### config.mk
export PLATFORM = sky130hd
export DESIGN_NAME = match_ctrl
export DESIGN_NICKNAME = d
export VERILOG_FILES = /design/src/rtl/match_pkg.sv /design/src/rtl/score_counter.sv /design/src/rtl/match_ctrl.sv
export SDC_FILE = /design/constraint.sdc
export NUM_CORES = 1
export LEC_CHECK = 0
export BUFFER_PORTS_ARGS = -buffer_cell sky130_fd_sc_hd__buf_2
export CAP_MARGIN = 20
export CORE_ASPECT_RATIO = 1.5
export CORE_MARGIN = 1
export CORE_UTILIZATION = 35
export CTS_CLUSTER_SIZE = 30
export DETAILED_ROUTE_END_ITERATION = 10
export PLACE_DENSITY = 0.63
export SYNTH_ARGS = -nofsm -noshare
export SYNTH_HDL_FRONTEND = slang
export SYNTH_SLANG_ARGS = --single-unit
export TNS_END_PERCENT = 30
### constraint.sdc
create_clock -name clk_game -period 2.47 [get_ports clk_game]
set_input_delay 0.3705 -clock clk_game [delete_from_list [all_inputs] [get_ports clk_game]]
set_output_delay 0.3705 -clock clk_game [all_outputs]
set_load 0.1 [all_outputs]
### src/rtl/match_pkg.sv
// match_pkg -- shared types for the match controller.
//   state_t   : match FSM states (PLAY, HOLD, RESTART, OVER)
//   WIN_*     : two-bit side codes used for round and match winners
package match_pkg;

    typedef enum logic [1:0] {
        ST_PLAY    = 2'd0,
        ST_HOLD    = 2'd1,
        ST_RESTART = 2'd2,
        ST_OVER    = 2'd3
    } state_t;

    localparam logic [1:0] WIN_NONE  = 2'b00;
    localparam logic [1:0] WIN_LEFT  = 2'b01;
    localparam logic [1:0] WIN_RIGHT = 2'b10;

endpackage

### src/rtl/score_counter.sv
// score_counter -- one player's score register.
//   clk_game  in  game clock
//   reset     in  synchronous active-high reset
//   clear     in  synchronous clear (new match)
//   inc       in  add one to the score
//   load      in  overwrite the score with load_val (takes priority over inc)
//   load_val  in  value for load
//   count     out current score
module score_counter #(
    parameter int SCORE_W = 4
) (
    input  logic               clk_game,
    input  logic               reset,
    input  logic               clear,
    input  logic               inc,
    input  logic               load,
    input  logic [SCORE_W-1:0] load_val,
    output logic [SCORE_W-1:0] count
);

    always_ff @(posedge clk_game) begin
        if (reset || clear)
            count <= '0;
        else if (load)
            count <= load_val;
        else if (inc)
            count <= count + 1'b1;
    end

endmodule

### src/rtl/match_ctrl.sv
// match_ctrl -- match-level controller wrapped around a game core.
// Counts round wins per side, shows each round result for HOLDOFF cycles,
// restarts the core with a one-cycle soft_reset, and declares the match.
//
// Ports:
//   clk_game     in  game clock, all logic on posedge
//   reset        in  synchronous active-high reset
//   done         in  round finished (level from core; rising edge counts)
//   winner       in  round winner: 01 left, 10 right, 00/11 no score
//   in_pulse     in  raw player pulses {left, right}
//   new_match    in  start a new match (honoured only once the match is over)
//   in_gated     out player pulses forwarded to the core (only while playing)
//   soft_reset   out one-cycle core restart pulse
//   score_left   out left score
//   score_right  out right score
//   match_over   out match decided
//   match_winner out 01 left, 10 right, 00 undecided
//
// Build option: define MATCH_CTRL_WIN_BY_TWO_EN to require a two-point lead
// with deuce normalisation; otherwise first to WIN_SCORE wins.
module match_ctrl
    import match_pkg::*;
#(
    parameter int SCORE_W   = 4,
    parameter int WIN_SCORE = 7,
    parameter int HOLDOFF   = 1000,
    parameter int HOLD_W    = 16
) (
    input  logic               clk_game,
    input  logic               reset,
    input  logic               done,
    input  logic [1:0]         winner,
    input  logic [1:0]         in_pulse,
    input  logic               new_match,
    output logic [1:0]         in_gated,
    output logic               soft_reset,
    output logic [SCORE_W-1:0] score_left,
    output logic [SCORE_W-1:0] score_right,
    output logic               match_over,
    output logic [1:0]         match_winner
);

    localparam logic [SCORE_W-1:0] WIN_V     = SCORE_W'(WIN_SCORE);
    localparam logic [HOLD_W-1:0]  HOLD_LAST = HOLD_W'(HOLDOFF - 1);

    state_t state, state_nxt;

    logic               done_q;
    logic               round_end;
    logic               inc_left, inc_right;
    logic [SCORE_W-1:0] nxt_left, nxt_right;
    logic               left_met, right_met, match_met;
    logic               norm_load;
    logic [SCORE_W-1:0] norm_val;
    logic               match_clear;
    logic [HOLD_W-1:0]  hold_cnt;
    logic               hold_done;

    // done_q follows done in every state, so a done level held across
    // RESTART stays masked until it falls.
    always_ff @(posedge clk_game) begin
        if (reset)
            done_q <= 1'b0;
        else
            done_q <= done;
    end

    assign round_end = done & ~done_q & (state == ST_PLAY);
    assign inc_left  = round_end & (winner == WIN_LEFT);
    assign inc_right = round_end & (winner == WIN_RIGHT);

    // Scores as they will be after this edge; the match rule looks ahead so
    // the FSM can go straight to OVER on the deciding round.
    assign nxt_left  = score_left  + {{(SCORE_W-1){1'b0}}, inc_left};
    assign nxt_right = score_right + {{(SCORE_W-1){1'b0}}, inc_right};

`ifdef MATCH_CTRL_WIN_BY_TWO_EN
    // Difference only taken when the leader is strictly ahead, so no wrap.
    assign left_met  = (nxt_left  >= WIN_V) && (nxt_left  > nxt_right) &&
                       ((nxt_left  - nxt_right) >= SCORE_W'(2));
    assign right_met = (nxt_right >= WIN_V) && (nxt_right > nxt_left) &&
                       ((nxt_right - nxt_left)  >= SCORE_W'(2));
    // Tied at or past WIN_SCORE: fold back to WIN_SCORE-1 each, which keeps
    // both scores within WIN_SCORE+1.
    assign norm_load = round_end && (nxt_left == nxt_right) && (nxt_left >= WIN_V);
    assign norm_val  = WIN_V - 1'b1;
`else
    assign left_met  = (nxt_left  == WIN_V);
    assign right_met = (nxt_right == WIN_V);
    assign norm_load = 1'b0;
    assign norm_val  = '0;
`endif

    assign match_met   = round_end & (left_met | right_met);
    assign match_clear = (state == ST_OVER) & new_match;

    score_counter #(.SCORE_W(SCORE_W)) u_score_left (
        .clk_game (clk_game),
        .reset    (reset),
        .clear    (match_clear),
        .inc      (inc_left),
        .load     (norm_load),
        .load_val (norm_val),
        .count    (score_left)
    );

    score_counter #(.SCORE_W(SCORE_W)) u_score_right (
        .clk_game (clk_game),
        .reset    (reset),
        .clear    (match_clear),
        .inc      (inc_right),
        .load     (norm_load),
        .load_val (norm_val),
        .count    (score_right)
    );

    // Holdoff counter: zeroed on the round-end edge, counts while in HOLD.
    always_ff @(posedge clk_game) begin
        if (reset || round_end)
            hold_cnt <= '0;
        else if (state == ST_HOLD)
            hold_cnt <= hold_cnt + 1'b1;
    end

    assign hold_done = (hold_cnt == HOLD_LAST);

    always_ff @(posedge clk_game) begin
        if (reset || match_clear)
            match_winner <= WIN_NONE;
        else if (match_met)
            match_winner <= left_met ? WIN_LEFT : WIN_RIGHT;
    end

    // FSM: state register
    always_ff @(posedge clk_game) begin
        if (reset)
            state <= ST_PLAY;
        else
            state <= state_nxt;
    end

    // FSM: next state
    always_comb begin
        state_nxt = state;
        case (state)
            ST_PLAY:    if (round_end) state_nxt = match_met ? ST_OVER : ST_HOLD;
            ST_HOLD:    if (hold_done) state_nxt = ST_RESTART;
            ST_RESTART: state_nxt = ST_PLAY;
            ST_OVER:    if (new_match) state_nxt = ST_RESTART;
            default:    state_nxt = ST_PLAY;
        endcase
    end

    // FSM: outputs
    always_comb begin
        in_gated   = 2'b00;
        soft_reset = 1'b0;
        match_over = 1'b0;
        case (state)
            ST_PLAY:    in_gated   = in_pulse;
            ST_RESTART: soft_reset = 1'b1;
            ST_OVER:    match_over = 1'b1;
            default:    ;
        endcase
    end

endmodule

==> results.sh <==
export IMPL_rows=28
export IMPL_ant_nets=0
export IMPL_crit_type="reg -> reg"
export IMPL_overflow=0
export IMPL_async_flop_share=0
export IMPL_routed_wl_um=2790
export IMPL_clock_sinks=29
export IMPL_crit_arrival_ns=2.43
export IMPL_fp_dieW_um=55.5
export IMPL_syn_area_sq_um=1500
export IMPL_setup_tns_ns=0
export IMPL_maxCapViolCount=0
export IMPL_yosys_register_bits=29
export IMPL_pin_count=22
export IMPL_met2_usage=0.265
export IMPL_synth_top_area_share=0.387
export IMPL_grt_usage=0.137
export IMPL_cts_resized_gates=0
export IMPL_first_iter_violations=30
export IMPL_route_detailed_drc=0
export IMPL_p_comb_frac=0.112
export IMPL_first_global_vias=1159
export IMPL_die_area_sq_um=4560
export IMPL_final_setup_worst_slack_ns=0.220
export IMPL_synthTopCellsByArea="dfxtp_1 (39%), ha_1 (5.8%), nor2_1 (4.8%)"
export IMPL_p_sw_w=0.000268
export IMPL_timing_hold_ws_ns=0.323
export IMPL_swShare=0.241
export IMPL_ctsHtreeMaxLevel=2
export IMPL_yosys_area_top_type="dfxtp_1"
export IMPL_yosys_cell_count_top_type="dfxtp_1"
export IMPL_power_density_nw_per_um2=618
export IMPL_setup_viol_count_final=0
export IMPL_power_w=0.00111
export IMPL_grt_busiest_layer="met2"
export IMPL_wire_per_inst_um=11.9
export IMPL_synthDistinctLibCells=38
export IMPL_antenna_found_initial=0
export IMPL_synth_edf_count=0
export IMPL_cts_tree="done"
export IMPL_fin_crit_sh=0.911
export IMPL_dp_hpwl_um=2110
export IMPL_synth_common_cells="dfxtp_1 (29), nor2_1 (19)"
export IMPL_crit_path_end_kind="flop"
export IMPL_postSynthCellCount=161
export IMPL_grt_max_degree=17
export IMPL_cts_inserted_buffers=5
export IMPL_max_vdd_ir_drop_mv=0.413
export IMPL_vias_per_cell=5.20
export IMPL_p_int_w=0.000841
export IMPL_slew_violations=0
export IMPL_clk_pin_slew_ns=0.06
export IMPL_hold_buffers=0
export IMPL_drtPass1Iterations=4
export IMPL_grt_first_pass_wirelength_um=4950
export IMPL_postCtsSetupRepairBufs=0
export IMPL_area_growth_pct=19.4
export IMPL_core_area_sq_um=4030
export IMPL_hold_viol_final=0
export IMPL_synth_fp_nets=176
export IMPL_avgSynthCellArea_sq_um=9.32
export IMPL_worst_pin_slew_ns=0.538
export IMPL_clock_latency_ns=0.27
export IMPL_cts_root_buf="clkbuf_8"
export IMPL_nets=204
export IMPL_dp_slack_ns=0.139
export IMPL_pwr_share_clk=0.452
export IMPL_synth_ff_type="dfxtp_1"
export IMPL_grtUsageMet3=0.0389
export IMPL_vias=1222
export IMPL_cp_required_ns=2.65
export IMPL_start_kind="flop"
export IMPL_fin_skew_ns=0.00653
export IMPL_place_port_buffers=21
export IMPL_hold_class="in -> reg"
export IMPL_path_max_fanout=4
export IMPL_outcome="completed"
export IMPL_initial_core_util=0.372
export IMPL_rsz0062_at_grt="no"
export IMPL_slew_headroom=0.642
export IMPL_seqPwrFrac=0.435
export IMPL_min_period_ns=2.25
export IMPL_fin_cells=235
export IMPL_fp_dieH_um=82.2
export IMPL_seq_area_frac_synth=0.387
export IMPL_use_met1=0.139
export IMPL_gp_congestion=0.793
export IMPL_leakagePower_nw=0.756
export IMPL_numPlacedInstances=227
export IMPL_ys_warn_count=0
export IMPL_diodes=0
export IMPL_drive_gt1_frac=0.226
export IMPL_clock_fmax_mhz=445
export IMPL_ctsLongestPathBuffers=2
-- per-stage QoR --
step           cell area [sq um]   util
2_1_floorplan               1500      -
3_3_place_gp                1680  0.416
3_5_place_dp                1680  0.416
4_1_cts                     1790  0.445
5_1_grt                     1790  0.445
6_report                    1790  0.445
-- worst max-delay path, stage by stage, from the launching register on --
cell       delay [ns]
dfxtp_1          0.33
nor4b_2          0.42
nand3b_1         0.18
inv_1            0.08
ha_1             0.18
nand4_1          0.15
a2111oi_4        0.46
nor3_2           0.08
a2111oi_2        0.27
-- per-layer routing --
metal,wire (um),share of wire
met5,0,0
met4,42,0.015
met3,117,0.042
met2,1410,0.50
met1,1230,0.44
-- cell usage in the layout (no fill, tap or decap), types with 3 or more instances in the layout --
| master | instances |
|---|---|
| nand4_1 | 7 |
| dfxtp_1 | 29 |
| buf_2 | 21 |
| xnor2_1 | 8 |
| nand3_1 | 5 |
| nor2b_1 | 3 |
| a21oi_1 | 7 |
| or3_1 | 7 |
| xor2_1 | 8 |
| mux2i_1 | 3 |
| nor3_1 | 5 |
| nand2_1 | 8 |
| ha_1 | 7 |
| clkbuf_8 | 6 |
| nor2_1 | 19 |
| inv_1 | 6 |
| o21ai_0 | 8 |
| buf_4 | 4 |
-- worst paths after layout --
path	end	start	depth (start not counted)	slack (ns)
max	state[1]	state[0]	8	0.22
min	state[1]	reset	2	0.32
max reg2reg	state[1]	state[0]	8	0.22
min reg2reg	hold_cnt[15]	hold_cnt[15]	2	0.49
-- state kept, by name, indices dropped and copies added (netlist names) --
register and flops:
done_q 1, state 2, u_score_right.count 4, match_winner 2
hold_cnt 16, u_score_left.count 4
-- power by group through the flow --
stage / clock network [W] / logic, W / registers [W]
finish: 0.000501 / 0.000124 / 0.000483
global route: 0.000542 / 0.000133 / 0.000483
CTS: 0.000516 / 0.000125 / 0.000482
detailed placement: 0 / 0.000125 / 0.000493
global placement: 0 / 0.000125 / 0.000493
floorplan: 0 / 0.0000819 / 0.000508
-- cell type report --
type,count,area (sq um)
repair buffers,25,135
fillers,406,2240
multi-input cells,122,881
clock buffers,7,86.3
flip-flops and latches,29,581
clock inverters,1,30.0
inverters,6,22.5
well taps,45,56.3
-- cells by family (layout without fill, tap and decap cells) --
kind of cell               count (synthesis)  in the layout  share of synthesized area
AOI/OAI and AO/OA                         24             24                      0.133
buffers and inverters                     10             39                     0.0259
DFF                                       29             29                      0.387
and+or+nand+nor                           72             72                      0.283
xor gates and xnor gates                  16             16                     0.0934
muxes                                      3              3                     0.0200
adders and majority gates                  7              7                     0.0584
(Power assumes the default switching activity.)
